--- src/rtl/mem_port_arbiter_if.sv ---
// Native valid/ready memory port shared by the masters and the slave side.
// master drives the request; slave returns ready/rdata.
interface mem_port_arbiter_if;
  logic        valid;
  logic        ready;
  logic [31:0] addr;
  logic [31:0] wdata;
  logic [3:0]  wstrb;
  logic [31:0] rdata;

  modport master (output valid, addr, wdata, wstrb, input ready, rdata);
  modport slave  (input valid, addr, wdata, wstrb, output ready, rdata);
endinterface

--- src/rtl/mem_port_arbiter.sv ---
// Two-master round-robin arbiter for the single memory/MMIO slave port,
// with a bus-timeout watchdog that terminates unanswered transfers.
module mem_port_arbiter #(
  parameter int unsigned TIMEOUT  = 255,
  parameter logic [31:0] ERR_DATA = 32'hDEAD_BEEF
) (
  input  logic               clk,
  input  logic               reset,
  mem_port_arbiter_if.slave  m0,
  mem_port_arbiter_if.slave  m1,
  mem_port_arbiter_if.master s,
  output logic [1:0]         grant,
  output logic               timeout_err
);
  localparam int            CW    = $clog2(TIMEOUT + 1);
  localparam logic [CW-1:0] LIMIT = CW'(TIMEOUT - 1);

  typedef enum logic [1:0] {IDLE = 2'd0, BUSY = 2'd1, DONE = 2'd2} state_t;

  state_t          state_reg, state_next;
  logic            s_valid_reg, s_valid_next;
  logic [31:0]     s_addr_reg, s_addr_next;
  logic [31:0]     s_wdata_reg, s_wdata_next;
  logic [3:0]      s_wstrb_reg, s_wstrb_next;
  logic [1:0]      grant_reg, grant_next;
  logic [CW-1:0]   count_reg, count_next;
  logic            last_reg, last_next;
  logic [1:0]      ready_reg, ready_next;
  logic [1:0][31:0] rdata_reg, rdata_next;
  logic            err_reg, err_next;

  logic any_req;
  logic pick_m1;
  logic at_limit;

  assign any_req  = m0.valid | m1.valid;
  // last_reg=1 means m1 was served last, so m0 wins a tie.
  assign pick_m1  = m1.valid & (~m0.valid | ~last_reg);
  assign at_limit = (count_reg == LIMIT);

  always_ff @(posedge clk) begin
    if (reset) begin
      state_reg   <= IDLE;
      s_valid_reg <= 1'b0;
      s_addr_reg  <= '0;
      s_wdata_reg <= '0;
      s_wstrb_reg <= '0;
      grant_reg   <= '0;
      count_reg   <= '0;
      last_reg    <= 1'b1;
      ready_reg   <= '0;
      rdata_reg   <= '0;
      err_reg     <= 1'b0;
    end else begin
      state_reg   <= state_next;
      s_valid_reg <= s_valid_next;
      s_addr_reg  <= s_addr_next;
      s_wdata_reg <= s_wdata_next;
      s_wstrb_reg <= s_wstrb_next;
      grant_reg   <= grant_next;
      count_reg   <= count_next;
      last_reg    <= last_next;
      ready_reg   <= ready_next;
      rdata_reg   <= rdata_next;
      err_reg     <= err_next;
    end
  end

  always_comb begin
    state_next = state_reg;
    case (state_reg)
      IDLE:    if (any_req) state_next = BUSY;
      BUSY:    if (s.ready || at_limit) state_next = DONE;
      DONE:    state_next = IDLE;
      default: state_next = IDLE;
    endcase
  end

  always_comb begin
    s_valid_next = s_valid_reg;
    s_addr_next  = s_addr_reg;
    s_wdata_next = s_wdata_reg;
    s_wstrb_next = s_wstrb_reg;
    grant_next   = grant_reg;
    count_next   = count_reg;
    last_next    = last_reg;
    rdata_next   = rdata_reg;
    ready_next   = 2'b00;
    err_next     = 1'b0;
    case (state_reg)
      IDLE: begin
        if (any_req) begin
          s_valid_next = 1'b1;
          s_addr_next  = pick_m1 ? m1.addr  : m0.addr;
          s_wdata_next = pick_m1 ? m1.wdata : m0.wdata;
          s_wstrb_next = pick_m1 ? m1.wstrb : m0.wstrb;
          grant_next   = pick_m1 ? 2'b10 : 2'b01;
          count_next   = '0;
        end
      end
      BUSY: begin
        // A slave answer in the limit cycle is a normal completion.
        if (s.ready) begin
          s_valid_next                = 1'b0;
          ready_next                  = grant_reg;
          rdata_next[grant_reg[1]]    = s.rdata;
        end else if (at_limit) begin
          s_valid_next                = 1'b0;
          ready_next                  = grant_reg;
          rdata_next[grant_reg[1]]    = ERR_DATA;
          err_next                    = 1'b1;
        end else begin
          count_next = count_reg + CW'(1);
        end
      end
      DONE: begin
        last_next  = grant_reg[1];
        grant_next = 2'b00;
      end
      default: ;
    endcase
  end

  assign s.valid     = s_valid_reg;
  assign s.addr      = s_addr_reg;
  assign s.wdata     = s_wdata_reg;
  assign s.wstrb     = s_wstrb_reg;
  assign m0.ready    = ready_reg[0];
  assign m1.ready    = ready_reg[1];
  assign m0.rdata    = rdata_reg[0];
  assign m1.rdata    = rdata_reg[1];
  assign grant       = grant_reg;
  assign timeout_err = err_reg;
endmodule

--- src/flat_wrapper.sv ---
// flat-port wrapper written by rule: the top's interface ports become plain ports
module mem_port_arbiter_flat 
#(
  parameter int unsigned TIMEOUT  = 255,
  parameter logic [31:0] ERR_DATA = 32'hDEAD_BEEF
)
  (clk, reset, grant, timeout_err, m0_valid, m0_addr, m0_wdata, m0_wstrb, m0_ready, m0_rdata, m1_valid, m1_addr, m1_wdata, m1_wstrb, m1_ready, m1_rdata, s_valid, s_addr, s_wdata, s_wstrb, s_ready, s_rdata);
  mem_port_arbiter_if m0_i ();
  mem_port_arbiter_if m1_i ();
  mem_port_arbiter_if s_i ();
  input  logic clk;
  input  logic reset;
  output logic [1:0] grant;
  output logic timeout_err;
  input wire logic [$bits(m0_i.valid)-1:0] m0_valid;
  input wire logic [$bits(m0_i.addr)-1:0] m0_addr;
  input wire logic [$bits(m0_i.wdata)-1:0] m0_wdata;
  input wire logic [$bits(m0_i.wstrb)-1:0] m0_wstrb;
  output wire logic [$bits(m0_i.ready)-1:0] m0_ready;
  output wire logic [$bits(m0_i.rdata)-1:0] m0_rdata;
  input wire logic [$bits(m1_i.valid)-1:0] m1_valid;
  input wire logic [$bits(m1_i.addr)-1:0] m1_addr;
  input wire logic [$bits(m1_i.wdata)-1:0] m1_wdata;
  input wire logic [$bits(m1_i.wstrb)-1:0] m1_wstrb;
  output wire logic [$bits(m1_i.ready)-1:0] m1_ready;
  output wire logic [$bits(m1_i.rdata)-1:0] m1_rdata;
  output wire logic [$bits(s_i.valid)-1:0] s_valid;
  output wire logic [$bits(s_i.addr)-1:0] s_addr;
  output wire logic [$bits(s_i.wdata)-1:0] s_wdata;
  output wire logic [$bits(s_i.wstrb)-1:0] s_wstrb;
  input wire logic [$bits(s_i.ready)-1:0] s_ready;
  input wire logic [$bits(s_i.rdata)-1:0] s_rdata;
  assign m0_i.valid = m0_valid;
  assign m0_i.addr = m0_addr;
  assign m0_i.wdata = m0_wdata;
  assign m0_i.wstrb = m0_wstrb;
  assign m0_ready = m0_i.ready;
  assign m0_rdata = m0_i.rdata;
  assign m1_i.valid = m1_valid;
  assign m1_i.addr = m1_addr;
  assign m1_i.wdata = m1_wdata;
  assign m1_i.wstrb = m1_wstrb;
  assign m1_ready = m1_i.ready;
  assign m1_rdata = m1_i.rdata;
  assign s_valid = s_i.valid;
  assign s_addr = s_i.addr;
  assign s_wdata = s_i.wdata;
  assign s_wstrb = s_i.wstrb;
  assign s_i.ready = s_ready;
  assign s_i.rdata = s_rdata;
  mem_port_arbiter #(.TIMEOUT(TIMEOUT), .ERR_DATA(ERR_DATA)) u_core (.clk(clk), .reset(reset), .m0(m0_i), .m1(m1_i), .s(s_i), .grant(grant), .timeout_err(timeout_err));
endmodule
--- config.mk ---
export PLATFORM = sky130hd
export DESIGN_NAME = mem_port_arbiter_flat
export DESIGN_NICKNAME = d
export VERILOG_FILES = /design/src/rtl/mem_port_arbiter_if.sv /design/src/rtl/mem_port_arbiter.sv /design/src/flat_wrapper.sv
export SDC_FILE = /design/constraint.sdc
export NUM_CORES = 1
export LEC_CHECK = 0
export ABC_AREA = 1
export BUFFER_PORTS_ARGS = -buffer_cell sky130_fd_sc_hd__buf_4
export CORE_UTILIZATION = 47
export CTS_BUF_LIST = sky130_fd_sc_hd__clkbuf_4 sky130_fd_sc_hd__clkbuf_8 sky130_fd_sc_hd__clkbuf_16
export DETAILED_ROUTE_END_ITERATION = 10
export MAX_ROUTING_LAYER = met4
export PLACE_DENSITY = 0.85
export REMOVE_ABC_BUFFERS = 1
export SLEW_MARGIN = 10
export SYNTH_ARGS = -nofsm -noshare
export SYNTH_HDL_FRONTEND = slang
export SYNTH_SLANG_ARGS = --single-unit
--- constraint.sdc ---
create_clock -name clk -period 1.6 [get_ports clk]
set_input_delay 0.16 -clock clk [delete_from_list [all_inputs] [get_ports clk]]
set_output_delay 0.16 -clock clk [all_outputs]
set_load 0.1 [all_outputs]
======== Word-level counts from Yosys, hierarchy flattened ========
Cells that the tools add are included.
cells by class
  $add $sub $neg .......................... 1
  $mul .................................... 0
  divide/modulo/power cells ............... 0
  $lt $le $gt $ge ......................... 2
  equality and inequality tests ........... 8
  shift-type cells ........................ 0
  muxes and demuxes ....................... 25
  bitwise operators ....................... 9
  reductions and logical operators ........ 14
operators with widths
  cell                 number
  $mux 64              2
  $mux 32              3
  $bwmux 64            1
  $or 48x48->48        1
  $demux 32 s1         1
  $mux 8               3
  $and 16x16->16       1
  $not 16->16          1
  $pmux 8 s2           1
  $mux 2               6
  $add 8x1->8 const B  1
  $eq 8x8->1 const B   1
  $pmux 2 s2           2
  $reduce_and 2->1     4
  $reduce_bool 2->1    3
  $mux 1               4
  $mux 4               1
  $ne 2x1->1 const B   2
  $ne 2x2->1 const B   2
  $reduce_and 4->1     1
  $ne 3x2->1 const B   1
  $not 1->1            3
  $reduce_and 3->1     1
  $reduce_or 3->1      1
  other kinds (11)     12
storage, ports and cells
  register bits ........................... 149
  latch bits .............................. 0
  RAM bits ................................ 0
  memory bits (read-only) ................. 0
  output and inout bits ................... 138
  word-level logic and storage cells ...... 71
  memories kept ........................... 0

======== Longest topological paths before layout ========
Gate-level depths: netlist of the first run.
  word-level depth ........................ 8
  depth in mapped cells ................... 11
  mapped depth without buffers ............ 10

======== Worst setup path after synthesis of the first run ========
Ideal clock, no wire load.
  path type ............................... register to register
  from .................................... reg u_core.grant_reg[1] (netlist: u_core.grant[1])
  to ...................................... reg u_core.rdata_reg, in the netlist u_core.m1.rdata[10]
  arrival time ............................ 1.919 ns
  path slack .............................. -0.441 ns
  stages on the path, launching flop included .. 7
  clock period less this slack ............ 2.041 ns
  cell sequence ........................... dfxtp_1 buf_4 buf_2 buf_1 nand4_1 nand2_1 a21oi_1
between the ends
  word-level cells in the longest chain between the ends .. 7
  elaborated cells between the ends (all ways) .. 9
  classes of those cells .................. order compare: 2; mux: 5; bitwise: 1; reduce/logical: 1
ends and longest elaborated chain
  item                                                                   line                                              text
  start, declared                                                        mem_port_arbiter.sv:25                            logic [1:0] grant_reg, grant_next;
  start signal, assigned                                                 mem_port_arbiter.sv:60                            grant_reg <= grant_next;
  $lt 1x2->1 (not written as such) / $ge 1x1->1 (equally long branches)  mem_port_arbiter.sv:106, mem_port_arbiter.sv:110
  $logic_and 1x1->1 (not written as such)                                mem_port_arbiter.sv:106, mem_port_arbiter.sv:110
  $mux 32 (not written as such)                                          mem_port_arbiter.sv:106, mem_port_arbiter.sv:110
  $demux 32 s1 (*)                                                       -
  $or 48x48->48 (no source line)                                         -
  $mux 64                                                                mem_port_arbiter.sv:107                           end else if (at_limit) begin
  $mux 64 (*)                                                            mem_port_arbiter.sv:103                           if (s.ready) begin
  end signal, assigned                                                   mem_port_arbiter.sv:64                            rdata_reg <= rdata_next;
  end, declared                                                          mem_port_arbiter.sv:29                            logic [1:0][31:0] rdata_reg, rdata_next;
Mark *: on every way between the ends. The rest lies on a longest branch, timed or not. The select of a mux whose other input is x is not followed.
A chain may end at the register's enable or synchronous reset.

======== Final worst setup path of the first run ========
  from .................................... reg u_core.count_reg[0]
  to ...................................... reg u_core.rdata_reg, in the netlist u_core.m1.rdata[15]
between the ends
  word-level cells in the longest chain between the ends .. 3
ends and longest elaborated chain
  item                                line                    text
  start, declared                     mem_port_arbiter.sv:26  logic [CW-1:0] count_reg, count_next;
  start signal, assigned              mem_port_arbiter.sv:61  count_reg <= count_next;
  $eq 8x8->1                          mem_port_arbiter.sv:39  assign at_limit = (count_reg == LIMIT);
  $reduce_bool 2->1 (no source line)  -
  $reduce_and 2->1 (no source line)   -
No other way between the ends.

==> flow_summary.json, run 1 <==
{
  "dpl.cell_count": 1414,
  "synth_top_cell_area_share": 0.440,
  "cts.sinks": 149,
  "layout_common_cells": "334 x nand2_1, 320 x buf_4, 148 x dfxtp_1",
  "fmaxAchievable_mhz": 655,
  "layout_commonest_cell": "nand2_1",
  "mappedNetlistArea_sq_mm": 0.00679,
  "root_buffer": "clkbuf_16",
  "synth.area.top_cells": "dfxtp_1 44%, nand2_1 19%, inv_1 7.4%",
  "min-delay-start": "m0_wdata[31]",
  "finalCriticalPeriod_ps": 1530,
  "critPathMaxFanout": 24,
  "wl_um": 24200,
  "diodes": 0,
  "finalClockSkew_ps": 8.68,
  "yosys_warnings": 0,
  "rows": 43,
  "core_area_sq_mm": 0.0140,
  "p_sw_mw": 4.73,
  "io_buffers": 310,
  "cts_buffers": 17,
  "p_seq_frac": 0.350,
  "yosys_register_bits": 149,
  "min_path_type": "input pin to register",
  "path_cells": "inv_1 -> ha_1 -> inv_1 -> nor2_2 -> nand2_4 -> nand2_8 -> nand3_4 -> a21oi_1",
  "rr_startpoint": "u_core.count_reg[0]$_SDFFE_PP0P_",
  "ctsLongestPathBuffers": 2,
  "antenna_found_initial": 0,
  "regArea_sq_mm": 0.00298,
  "reg2reg_depth": 8,
  "start_util": 0.485,
  "hpwl_um": 14800,
  "clkTransAtPathRegs_ps": 70,
  "multi_input_area_sq_mm": 0.00297,
  "sw_frac_of_total": 0.399,
  "power.density_mw_per_mm2": 1140,
  "tightest_slew_ps": 453,
  "cts_setup_buffers": 0,
  "grt_start_max_net_pins": 59,
  "fin_nets": 1486,
  "crit_path_end_kind": "register",
  "fp.dieH_um": 122,
  "track_usage": 0.325,
  "grt_pass1_vias": 7421,
  "cp.required_ps": 1950,
  "synth_largest_area_cell": "dfxtp_1",
  "wl_per_cell_um": 16.1,
  "critical_path.top_delay_family": "simple AND/OR/NAND/NOR gates",
  "hold_depth": 3,
  "fin_crit_sh": 0.955,
  "vdd_ir_drop_max_mv": 0.816,
  "leakage_nw": 4.84,
  "crit_path_start": "u_core.count_reg[0]$_SDFFE_PP0P_",
  "drv_cap": 0,
  "p_comb_frac": 0.326,
  "drive_gt1_frac": 0.292,
  "yosysSeqAreaShare": 0.440,
  "final_util": 0.744,
  "place_congestion": 0.843,
  "vias": 8052,
  "crit_top_cell": "inv_1",
  "crit_type": "register to register",
  "crit_path_start_kind": "register",
  "p_int_mw": 7.12,
  "crit_buf_inv": 2,
  "post-route-drc-count": 0,
  "syn_avg_cell_area_sq_um": 6.97,
  "postPlaceCellArea_sq_mm": 0.00923,
  "die-width_um": 122,
  "grt-ovfl-total": 0,
  "p_clk_frac": 0.324,
  "design_area_sq_mm": 0.0104,
  "outcome": "completed",
  "drtIter0Drc": 885,
  "critPathMaxStageDelay_ps": 350,
  "report.final.slew_viol_count": 0,
  "drtAntennaViolNets": 0,
  "synth_cell_types": 29,
  "die-area_sq_mm": 0.0149,
  "first_pass_iters": 5,
  "ioPinCount": 311,
  "rsz0062_at_grt": "yes",
  "r2r_slack_ps": 70,
  "critical_path_arrival_ps": 1870,
  "setup_viol": 0,
  "final-hold-violation-count": 0,
  "via_per_inst": 5.35,
  "holdPathEnd": "u_core.s.wdata[31]$_SDFFE_PP0P_",
  "critical_path.slowest_cell": "dfxtp_1",
  "synthToLayoutAreaGrowth_pct": 53.4,
  "fillCellCount": 1017,
  "grt_pass1_wl_um": 36600,
  "cts_max_level": 4,
  "synthCells": 974,
  "clk_latency_ps": 420,
  "reg2reg_to": "u_core.m1.rdata[15]$_SDFFE_PP0P_",
  "fin_cells": 1504,
  "cts_tree": "yes",
  "max_slew_margin": 0.698
}
worst reg2reg max path: stages (launching register included):
cell and delay [ps]:
dfxtp_1 350, inv_1 70, ha_1 130, inv_1 40, nor2_2 140, nand2_4 90, nand2_8 190, nand3_4 220
a21oi_1 210
synth_stat cells (all sizes together):
cell    number
a21oi       53
a31oi       68
buf         55
clkbuf      13
dfxtp      149
ha           2
inv        141
mux2i        1
nand2      341
nand3       38
nand4       68
nor2        32
nor3         3
o21ai        9
o21bai       1
power by group through the flow:
stage / Combinational (mW) / Sequential (mW) / Clock, mW
2_1_floorplan: 0.724 / 6.01 / 0
3_3_place_gp: 3.64 / 4.20 / 0
3_5_place_dp: 3.67 / 4.21 / 0
4_1_cts: 3.79 / 4.13 / 3.89
5_1_grt: 4.03 / 4.17 / 4.05
6_report: 3.86 / 4.14 / 3.84
final cells by class:
type,count,area share
Timing Repair Buffer,384,0.300
Clock inverter,13,0.0111
Sequential cell,149,0.287
Clock buffer,19,0.0435
Tap cell,180,0.0216
Inverter,141,0.0513
Multi-Input combinational cell,618,0.286
stage by stage:
stage	worst slack [ps]	power, mW	setup TNS [ps]	hold slack, ps
after floorplan	-1540	6.73	-104730	229
after global placement	76.2	7.84	0	417
after detailed placement	7.86	7.87	0	425
after CTS	2.99	11.8	0	0.112
after global routing	-32.1	12.2	-244	7.01
final	72.3	11.8	0	14.5
kinds of logic after synthesis:
family,count (synthesis),synth area share
muxes,1,0.00148
AOI/OAI and AO/OA,131,0.111
adders and majority gates,2,0.00369
and+or+nand+nor,482,0.315
buffers and inverters,209,0.129
DFF,149,0.440
per-layer routing:
layer / track usage / vias to the layer above / share of wire
met1: 0.366 / 3671 / 0.37
met3: 0.0749 / 90 / 0.088
li1: - / 3820 / -
met2: 0.521 / 471 / 0.48
met5: - / - / 0
met4: 0.204 / 0 / 0.053
timing repair:
item	4_1_cts	5_1_grt
hold buffers	56	0
setup endpoints to repair	2	55
endpoints found under the hold margin	51	0
resized for setup	0	7
gates cloned	1	1
worst max-delay path by stage:
| stage | slack [ps] | endpoint | cells past startpoint |
|---|---|---|---|
| after floorplan | -1540 | u_core.m1.rdata[14]$_SDFFE_PP0P_ | 6 |
| after global placement | 80 | u_core.m1.rdata[7]$_SDFFE_PP0P_ | 8 |
| after detailed placement | 8 | u_core.m1.rdata[28]$_SDFFE_PP0P_ | 8 |
| after CTS | 3 | u_core.m0.rdata[28]$_SDFFE_PP0P_ | 8 |
| after global routing | -30 | u_core.m0.rdata[19]$_SDFFE_PP0P_ | 8 |
| final | 70 | u_core.m1.rdata[15]$_SDFFE_PP0P_ | 8 |
(Power assumes the default switching activity.)
==> run 2: changes to the inputs <==
--- a/config.mk
+++ b/config.mk
@@ -11,7 +11,7 @@
 export CTS_BUF_LIST = sky130_fd_sc_hd__clkbuf_4 sky130_fd_sc_hd__clkbuf_8 sky130_fd_sc_hd__clkbuf_16
 export DETAILED_ROUTE_END_ITERATION = 10
 export MAX_ROUTING_LAYER = met4
-export PLACE_DENSITY = 0.85
+export PLACE_DENSITY = 0.92
 export REMOVE_ABC_BUFFERS = 1
 export SLEW_MARGIN = 10
 export SYNTH_ARGS = -nofsm -noshare
==> flow_summary.json, run 2 (same netlist as run 1, synthesis figures left out) <==
{
  "root_buffer": "clkbuf_16",
  "crit_path_end_kind": "register",
  "final_util": 0.722,
  "die-width_um": 122,
  "final-hold-violation-count": 0,
  "fin_crit_sh": 0.954,
  "cp.required_ps": 1950,
  "diodes": 0,
  "post-route-drc-count": 0,
  "cts.sinks": 149,
  "die-area_sq_mm": 0.0149,
  "antenna_found_initial": 0,
  "fp.dieH_um": 122,
  "hpwl_um": 15200,
  "crit_path_start_kind": "register",
  "grt_pass1_vias": 7075,
  "rsz0062_at_grt": "yes",
  "regArea_sq_mm": 0.00299,
  "drtIter0Drc": 820,
  "start_util": 0.485,
  "core_area_sq_mm": 0.0140,
  "via_per_inst": 5.31,
  "layout_setup_ws_ps": 74.0,
  "fillCellCount": 1025,
  "critPathMaxFanout": 12,
  "wl_per_cell_um": 15.7,
  "tightest_slew_ps": 427,
  "drive_gt1_frac": 0.304,
  "fin_nets": 1450,
  "wl_um": 23100,
  "track_usage": 0.307,
  "design_area_sq_mm": 0.0101,
  "multi_input_area_sq_mm": 0.00301,
  "layout_common_cells": "334 x nand2_1, 319 x buf_4, 148 x dfxtp_1",
  "cts_buffers": 17,
  "dp_slack_ps": 39.2,
  "setup_viol": 0,
  "power.density_mw_per_mm2": 1180,
  "finalCriticalPeriod_ps": 1530,
  "drtAntennaViolNets": 0,
  "place_congestion": 0.919,
  "drv_cap": 0,
  "dpl.cell_count": 1414,
  "vias": 7797,
  "grt_start_max_net_pins": 73,
  "grt-ovfl-total": 0,
  "clk_latency_ps": 420,
  "first_pass_iters": 5,
  "outcome": "completed",
  "report.final.slew_viol_count": 0,
  "finalClockSkew_ps": 11.9,
  "leakage_nw": 4.71,
  "holdWs_ps": 11.2,
  "crit_type": "register to register",
  "cts_max_level": 4,
  "layout_commonest_cell": "nand2_1",
  "synthToLayoutAreaGrowth_pct": 48.9,
  "postPlaceCellArea_sq_mm": 0.00923,
  "max_slew_margin": 0.715,
  "io_buffers": 310,
  "clkTransAtPathRegs_ps": 60,
  "grt_pass1_wl_um": 34800,
  "fin_cells": 1468,
  "critical_path_arrival_ps": 1870,
  "fmaxAchievable_mhz": 655,
  "ctsLongestPathBuffers": 2,
  "min_path_type": "input pin to register",
  "cts_tree": "yes",
  "rows": 43,
  "ioPinCount": 311,
  "cts_setup_buffers": 0,
  "vdd_ir_drop_max_mv": 1.11
}
run 2: changes by cell type in the layout (fill, tap and decap cells not counted), moves of 2 or more:
cell           previous run  this run
inv_6                     5         3
a21oi_2                   0         3
nand2_4                   1         4
bufinv_16                 0         2
clkbuf_8                  2         0
a21oi_1                  53        50
dlygate4sd3_1            56        19
nand2_2                   5         3
run 2: timing repair:
action,in CTS,in global routing
gates cloned,1,2
endpoints found under the setup margin,2,50
endpoints found under the hold margin,19,0
pin swaps,0,2
hold buffers,19,0
resized for setup,1,12
run 2: metal layers:
metal,global-route usage,part of all wire,up-vias
met4,0.147,0.039,0
met2,0.505,0.49,445
li1,-,-,3741
met3,0.0768,0.095,63
met5,-,0,-
met1,0.348,0.37,3548
run 2: path summary, 6_finish.rpt:
check                                    from                               end  slack, ps  depth (start not counted)
min                                m0_addr[1]     u_core.s.addr[1]$_SDFFE_PP0P_         10                          3
max          u_core.count_reg[0]$_SDFFE_PP0P_   u_core.m0.rdata[6]$_SDFFE_PP0P_         70                          8
max reg2reg  u_core.count_reg[0]$_SDFFE_PP0P_   u_core.m0.rdata[6]$_SDFFE_PP0P_         70                          8
min reg2reg  u_core.m1.rdata[11]$_SDFFE_PP0P_  u_core.m1.rdata[11]$_SDFFE_PP0P_        450                          2
run 2: critical path: stages (launching register included):
cell	delay, ps
dfxtp_1	350
inv_1	70
ha_1	140
inv_1	40
nor2_2	140
nand2_4	120
nand2_8	180
nand3_4	210
a21oi_1	200
run 2: through the flow:
stage / total power [mW] / setup TNS (ps)
after global routing: 12.4 / -139
after floorplan: 6.73 / -104730
after global placement: 7.84 / 0
after detailed placement: 7.88 / 0
final: 12.0 / 0
after CTS: 11.9 / 0
run 2: area by class of cell:
class / instances / share of cell area
flip-flops and latches: 149 / 0.296
clock buffers: 17 / 0.0421
inverters: 141 / 0.0526
well taps: 180 / 0.0223
multi-input cells: 619 / 0.298
repair buffers: 347 / 0.273
clock inverters: 15 / 0.0168
run 2: where the power goes:
part | leakage, nW | internal (mW) | switching (mW)
logic | 3.20 | 0.968 | 2.80
registers | 1.22 | 3.97 | 0.173
clock network | 0.280 | 2.33 | 1.71
total | 4.71 | 7.28 | 4.68
